[src/rtl/mem_access_ctrl.sv]
// MEM-stage data access sequencer: drives an SRAM-like req/addr_ok/data_ok bus,
// stalls the pipeline while a transaction is outstanding, and formats store/load data.
module mem_access_ctrl (
  input  logic        clk,
  input  logic        rst,
  input  logic        mem_req_i,
  input  logic        mem_we_i,
  input  logic [2:0]  mem_op_i,
  input  logic [31:0] addr_i,
  input  logic [31:0] wdata_i,
  input  logic        flush_i,
  output logic        stall_o,
  output logic        done_o,
  output logic [31:0] rdata_o,
  output logic        adel_o,
  output logic        ades_o,
  output logic [31:0] badvaddr_o,
  output logic        data_req,
  output logic        data_wr,
  output logic [1:0]  data_size,
  output logic [3:0]  data_wstrb,
  output logic [31:0] data_addr,
  output logic [31:0] data_wdata,
  input  logic        data_addr_ok,
  input  logic        data_data_ok,
  input  logic [31:0] data_rdata
);

  typedef enum logic [1:0] {IDLE, REQ, WAIT, DONE} state_t;

  state_t      state, state_nxt;
  logic        misaligned, accept, addr_err;
  logic        cancel, cancel_eff;
  logic        we_q;
  logic [2:0]  op_q;
  logic [1:0]  off_q;
  logic [31:0] fmt_wdata;
  logic [3:0]  fmt_wstrb;
  logic [1:0]  fmt_size;
  logic [7:0]  ld_byte;
  logic [15:0] ld_half;
  logic [31:0] load_ext;

  // Alignment check; unlisted op codes behave as word accesses
  always_comb begin
    misaligned = 1'b0;
    case (mem_op_i)
      3'b000, 3'b001: misaligned = 1'b0;
      3'b010, 3'b011: misaligned = addr_i[0];
      default:        misaligned = |addr_i[1:0];
    endcase
  end

  assign accept     = (state == IDLE) && mem_req_i && !flush_i && !misaligned;
  assign addr_err   = (state == IDLE) && mem_req_i && !flush_i && misaligned;
  assign adel_o     = addr_err && !mem_we_i;
  assign ades_o     = addr_err && mem_we_i;
  assign badvaddr_o = addr_i;
  assign stall_o    = accept || (state == REQ) || (state == WAIT);
  assign data_req   = (state == REQ);
  assign done_o     = (state == DONE);
  assign cancel_eff = cancel || flush_i;

  // Store data replication and byte strobes; loads drive no strobes
  always_comb begin
    fmt_wdata = wdata_i;
    fmt_wstrb = 4'b1111;
    fmt_size  = 2'b10;
    case (mem_op_i)
      3'b000, 3'b001: begin
        fmt_wdata = {4{wdata_i[7:0]}};
        fmt_wstrb = 4'(4'b0001 << addr_i[1:0]);
        fmt_size  = 2'b00;
      end
      3'b010, 3'b011: begin
        fmt_wdata = {2{wdata_i[15:0]}};
        fmt_wstrb = addr_i[1] ? 4'b1100 : 4'b0011;
        fmt_size  = 2'b01;
      end
      default: ;
    endcase
    if (!mem_we_i) fmt_wstrb = 4'b0000;
  end

  // Load lane select and extension from the captured offset
  always_comb begin
    ld_byte  = data_rdata[{off_q, 3'b000} +: 8];
    ld_half  = off_q[1] ? data_rdata[31:16] : data_rdata[15:0];
    load_ext = data_rdata;
    case (op_q)
      3'b000:  load_ext = {{24{ld_byte[7]}}, ld_byte};
      3'b001:  load_ext = {24'h000000, ld_byte};
      3'b010:  load_ext = {{16{ld_half[15]}}, ld_half};
      3'b011:  load_ext = {16'h0000, ld_half};
      default: load_ext = data_rdata;
    endcase
  end

  always_ff @(posedge clk or posedge rst) begin
    if (rst) state <= IDLE;
    else     state <= state_nxt;
  end

  always_comb begin
    state_nxt = state;
    case (state)
      IDLE: if (accept) state_nxt = REQ;
      REQ:  if (data_addr_ok) state_nxt = WAIT;
      WAIT: if (data_data_ok) state_nxt = cancel_eff ? IDLE : DONE;
      DONE: state_nxt = IDLE;
      default: state_nxt = IDLE;
    endcase
  end

  // Captured request fields, held stable for the whole bus transaction
  always_ff @(posedge clk or posedge rst) begin
    if (rst) begin
      data_addr  <= 32'h0;
      data_wdata <= 32'h0;
      data_wstrb <= 4'h0;
      data_size  <= 2'b00;
      data_wr    <= 1'b0;
      we_q       <= 1'b0;
      op_q       <= 3'b000;
      off_q      <= 2'b00;
    end else if (accept) begin
      data_addr  <= addr_i;
      data_wdata <= fmt_wdata;
      data_wstrb <= fmt_wstrb;
      data_size  <= fmt_size;
      data_wr    <= mem_we_i;
      we_q       <= mem_we_i;
      op_q       <= mem_op_i;
      off_q      <= addr_i[1:0];
    end
  end

  // A flushed transaction still completes on the bus but is silently dropped
  always_ff @(posedge clk or posedge rst) begin
    if (rst) begin
      cancel  <= 1'b0;
      rdata_o <= 32'h0;
    end else begin
      if (state == WAIT && data_data_ok) begin
        cancel <= 1'b0;
        if (!cancel_eff && !we_q) rdata_o <= load_ext;
      end else if ((state == REQ || state == WAIT) && flush_i) begin
        cancel <= 1'b1;
      end
    end
  end

endmodule

[config.mk]
export PLATFORM = sky130hd
export DESIGN_NAME = mem_access_ctrl
export DESIGN_NICKNAME = d
export VERILOG_FILES = /design/src/rtl/mem_access_ctrl.sv
export SDC_FILE = /design/constraint.sdc
export NUM_CORES = 1
export LEC_CHECK = 0
export ABC_AREA = 1
export CORE_ASPECT_RATIO = 1.1
export CORE_UTILIZATION = 39
export DETAILED_ROUTE_END_ITERATION = 8
export GPL_ROUTABILITY_DRIVEN = 1
export PLACE_DENSITY = 0.74
export SETUP_SLACK_MARGIN = 0.1
export SLEW_MARGIN = 30
export SYNTH_ARGS = -nofsm -noshare
export SYNTH_HDL_FRONTEND = slang
export SYNTH_SLANG_ARGS = --single-unit
[constraint.sdc]
create_clock -name clk -period 3.8 [get_ports clk]
set_clock_uncertainty 0.1 [all_clocks]
set_input_delay 0.95 -clock clk [delete_from_list [all_inputs] [get_ports clk]]
set_output_delay 0.95 -clock clk [all_outputs]
set_load 0.01 [all_outputs]
==> metrics.md <==
| Metric | Value |
|---|---|
| Status | finished, final reports clean |
| Nature of the critical path startpoint | input port |
| Yosys reg bits | 109 |
| Post-CTS sizing | 0 |
| 1st-iter DRT viols | 423 |
| Final worst slack | 0.213 ns |
| Vias in the first global route | 5338 |
| Die area | 14900 µm² |
| Clk_lat worst skew | 0.35 ns |
| Clock power frac | 17.9% |
| Top-level I/O count | 246 |
| RSZ-0062 raised after global routing | false |
| Yosys cell types | 25 |
| Max FO, Critical Path | 4 |
| Share of layout cells above drive strength 1 | 4.48% |
| Pwr Total | 5.76 mW |
| DR pass1 iterations | 5 |
| Area grow syn2layout | 47.5% |
| Commonest non-fill, non-tap cell in the layout | nand2_1 |
| Max-Slew Margin vs Limit | 41.7% |
| Grt ovf | 0 |
| PD cells | 694 nW/µm² |
| Max-slew violation count | 0 |
| Via count | 5449 |
| Max Clk Rate | 279 MHz |
| Layout Nets | 1066 |
| Hold Crit Class | reg -> reg |
| Fin Setup TNS | 0 ns |
| Die Ht | 128 µm |
| Root buffer cell | clkbuf_16 |
| Clock slew at reported path FFs | 0.07 ns |
| Synth Net Count | 865 |
| Max cap viols | 0 |
| Min Hold Slack | 0.378 ns |
| Most frequent cells in the layout | nand2_1, clkdlybuf4s50_1, dfrtp_1 |
| Hold Fails Final Rpt | 0 |
| H-tree depth | 3 |
| Worst path required time | 2.75 ns |
| Crit. End Element | output port |
| TritonCTS clock tree | done |
| Initial antenna violation count | 1 |
| Wirelength per Cell | 14.5 µm |
| Final setup viols | 0 |
| Placed insts | 1132 |
| Largest net degree at the start of global routing | 89 |
| Pre-CTS setup slack | 0.210 ns |
| Hold buffers post-CTS | 0 |
| Core area | 14000 µm² |
| DRT Wirelength | 16700 µm |
| Post-synthesis cell area | 5630 µm² |
| VDD IR max | 0.318 mV |
| Combinational share of power | 46.3% |
| Seq/Total Area, Yosys | 48.5% |
| R2R Setup Slk | 1.58 ns |
| First-pass GRT wire length | 26300 µm |
| Fill count | 1324 |
| # port buffers | 245 |
| Finished Layout Cells | 1149 |
| Syn. warnings | 0 |
| Worst-margin pin slew | 0.874 ns |
| Flop pwr share | 35.9% |
| Critical Path AT | 2.54 ns |
| Clock tree sinks | 109 |
| Part of the cycle the worst path needs | 94.4% |
| Hpwl dp | 12200 µm |
| Number of buffers created by CTS | 9 |
| Chip Width | 117 µm |
| Sw Share | 36.4% |
| Crit Path Class | in -> out |
| Placer Congestion | 0.893 |
| Antenna-violating nets left | 0 |
| Crit path time final | 3.59 ns |
| P_sw | 2.10 mW |
| LEAKAGE | 4.19 nW |
| Cell-internal power | 3.66 mW |
| Row count | 45 |
| Max Root-Sink Buffers | 2 |
| Total Routing Usage GR | 23.1% |
| Syn_area_per_cell | 7.46 µm² |
| Post-CTS setup buffers | 0 |
| DR DRC count | 0 |
| Post-synthesis instance total | 754 |
| Effective utilization at floorplan | 40.3% |
| Via/cell ratio | 4.74 |
==> final timing paths <==
check	startpoint	endpoint	cells after the start
max in group asynchronous	rst	op_q[2]$_DFFE_PP0P_	3
max	mem_op_i[1]	ades_o	6
min reg2reg	rdata_o[12]$_DFFE_PP0P_	rdata_o[12]$_DFFE_PP0P_	2
min	rdata_o[12]$_DFFE_PP0P_	rdata_o[12]$_DFFE_PP0P_	2
max reg2reg	state[0]$_DFFE_PP0P_	state[1]$_DFFE_PP0P_	9
min in group asynchronous	rst	rdata_o[14]$_DFFE_PP0P_	2
==> per-stage QoR <==
step / util, % / cell area, µm²
detailed placement: 57.1 / 7970
CTS: 59.4 / 8300
finish: 59.4 / 8300
global placement: 57.1 / 7970
floorplan: - / 5630
global route: 59.4 / 8300
==> cell type report <==
type	instances	area (µm²)	share of cell area [%]
sequential	109	2730	32.9
timing repair buffer	257	2550	30.8
multi-input combinational	501	2160	26.0
inverter	77	295	3.56
tap	188	235	2.83
clock buffer	10	229	2.76
clock inverter	6	93.8	1.13
antenna	1	2.50	0.0302
==> power groups by stage <==
stage,sequential (mW),combinational [mW],clock (mW)
floorplan,2.19,1.12,0
detailed placement,2.06,2.68,0
finish,2.07,2.67,1.03
global route,2.14,2.94,1.11
global placement,2.06,2.65,0
CTS,2.06,2.69,1.05
==> worst max-delay path, stage by stage <==
cell,delay [ns]
clkdlybuf4s50_1,0.50
inv_1,0.10
nand2_2,0.10
nand2_2,0.13
nor3b_1,0.20
clkdlybuf4s50_1,0.56
==> kinds of logic after synthesis <==
logic type | after synthesis | synth area share, %
DFF | 109 | 48.5
buffers and inverters | 144 | 13.1
and+or+nand+nor | 405 | 29.2
AOI/OAI and AO/OA | 91 | 8.12
adders and majority gates | 5 | 1.11
==> per-layer routing <==
metal	up-vias	share of wire, %	global-route usage, %
li1	2686	-	-
met1	2478	41	28.5
met2	247	46	36.2
met3	38	9.9	7.09
met4	0	3.7	11.7
met5	-	0	0
==> Yosys cell counts <==
cell type	instances	area, µm²
clkbuf_2	1	5.00
or2_2	3	18.8
ha_1	5	62.6
or2_1	13	81.3
inv_4	1	6.26
buf_2	15	75.1
nand2_4	1	11.3
nor3b_1	1	7.51
nor2_1	30	113
o21ai_1	12	60.1
o22ai_1	1	6.26
inv_1	72	270
dfrtp_1	109	2730
a21oi_1	48	240
nand3_1	36	180
buf_4	35	263
nand3_2	1	10.0
nor3_1	3	15.0
o21ai_0	30	150
buf_6	6	67.6
inv_2	4	15.0
nor3_2	1	10.0
clkbuf_1	10	37.5
nand2_1	313	1170
nand2_2	3	18.8
==> state kept, by name (all words and copies together) (netlist names) <==
register and flops:
data_addr 32, data_wdata 32, rdata_o 32, data_wstrb 4, op_q 3, data_size 2, state 2, cancel 1
we_q 1
No activity file was read; power rests on OpenSTA's default activity.
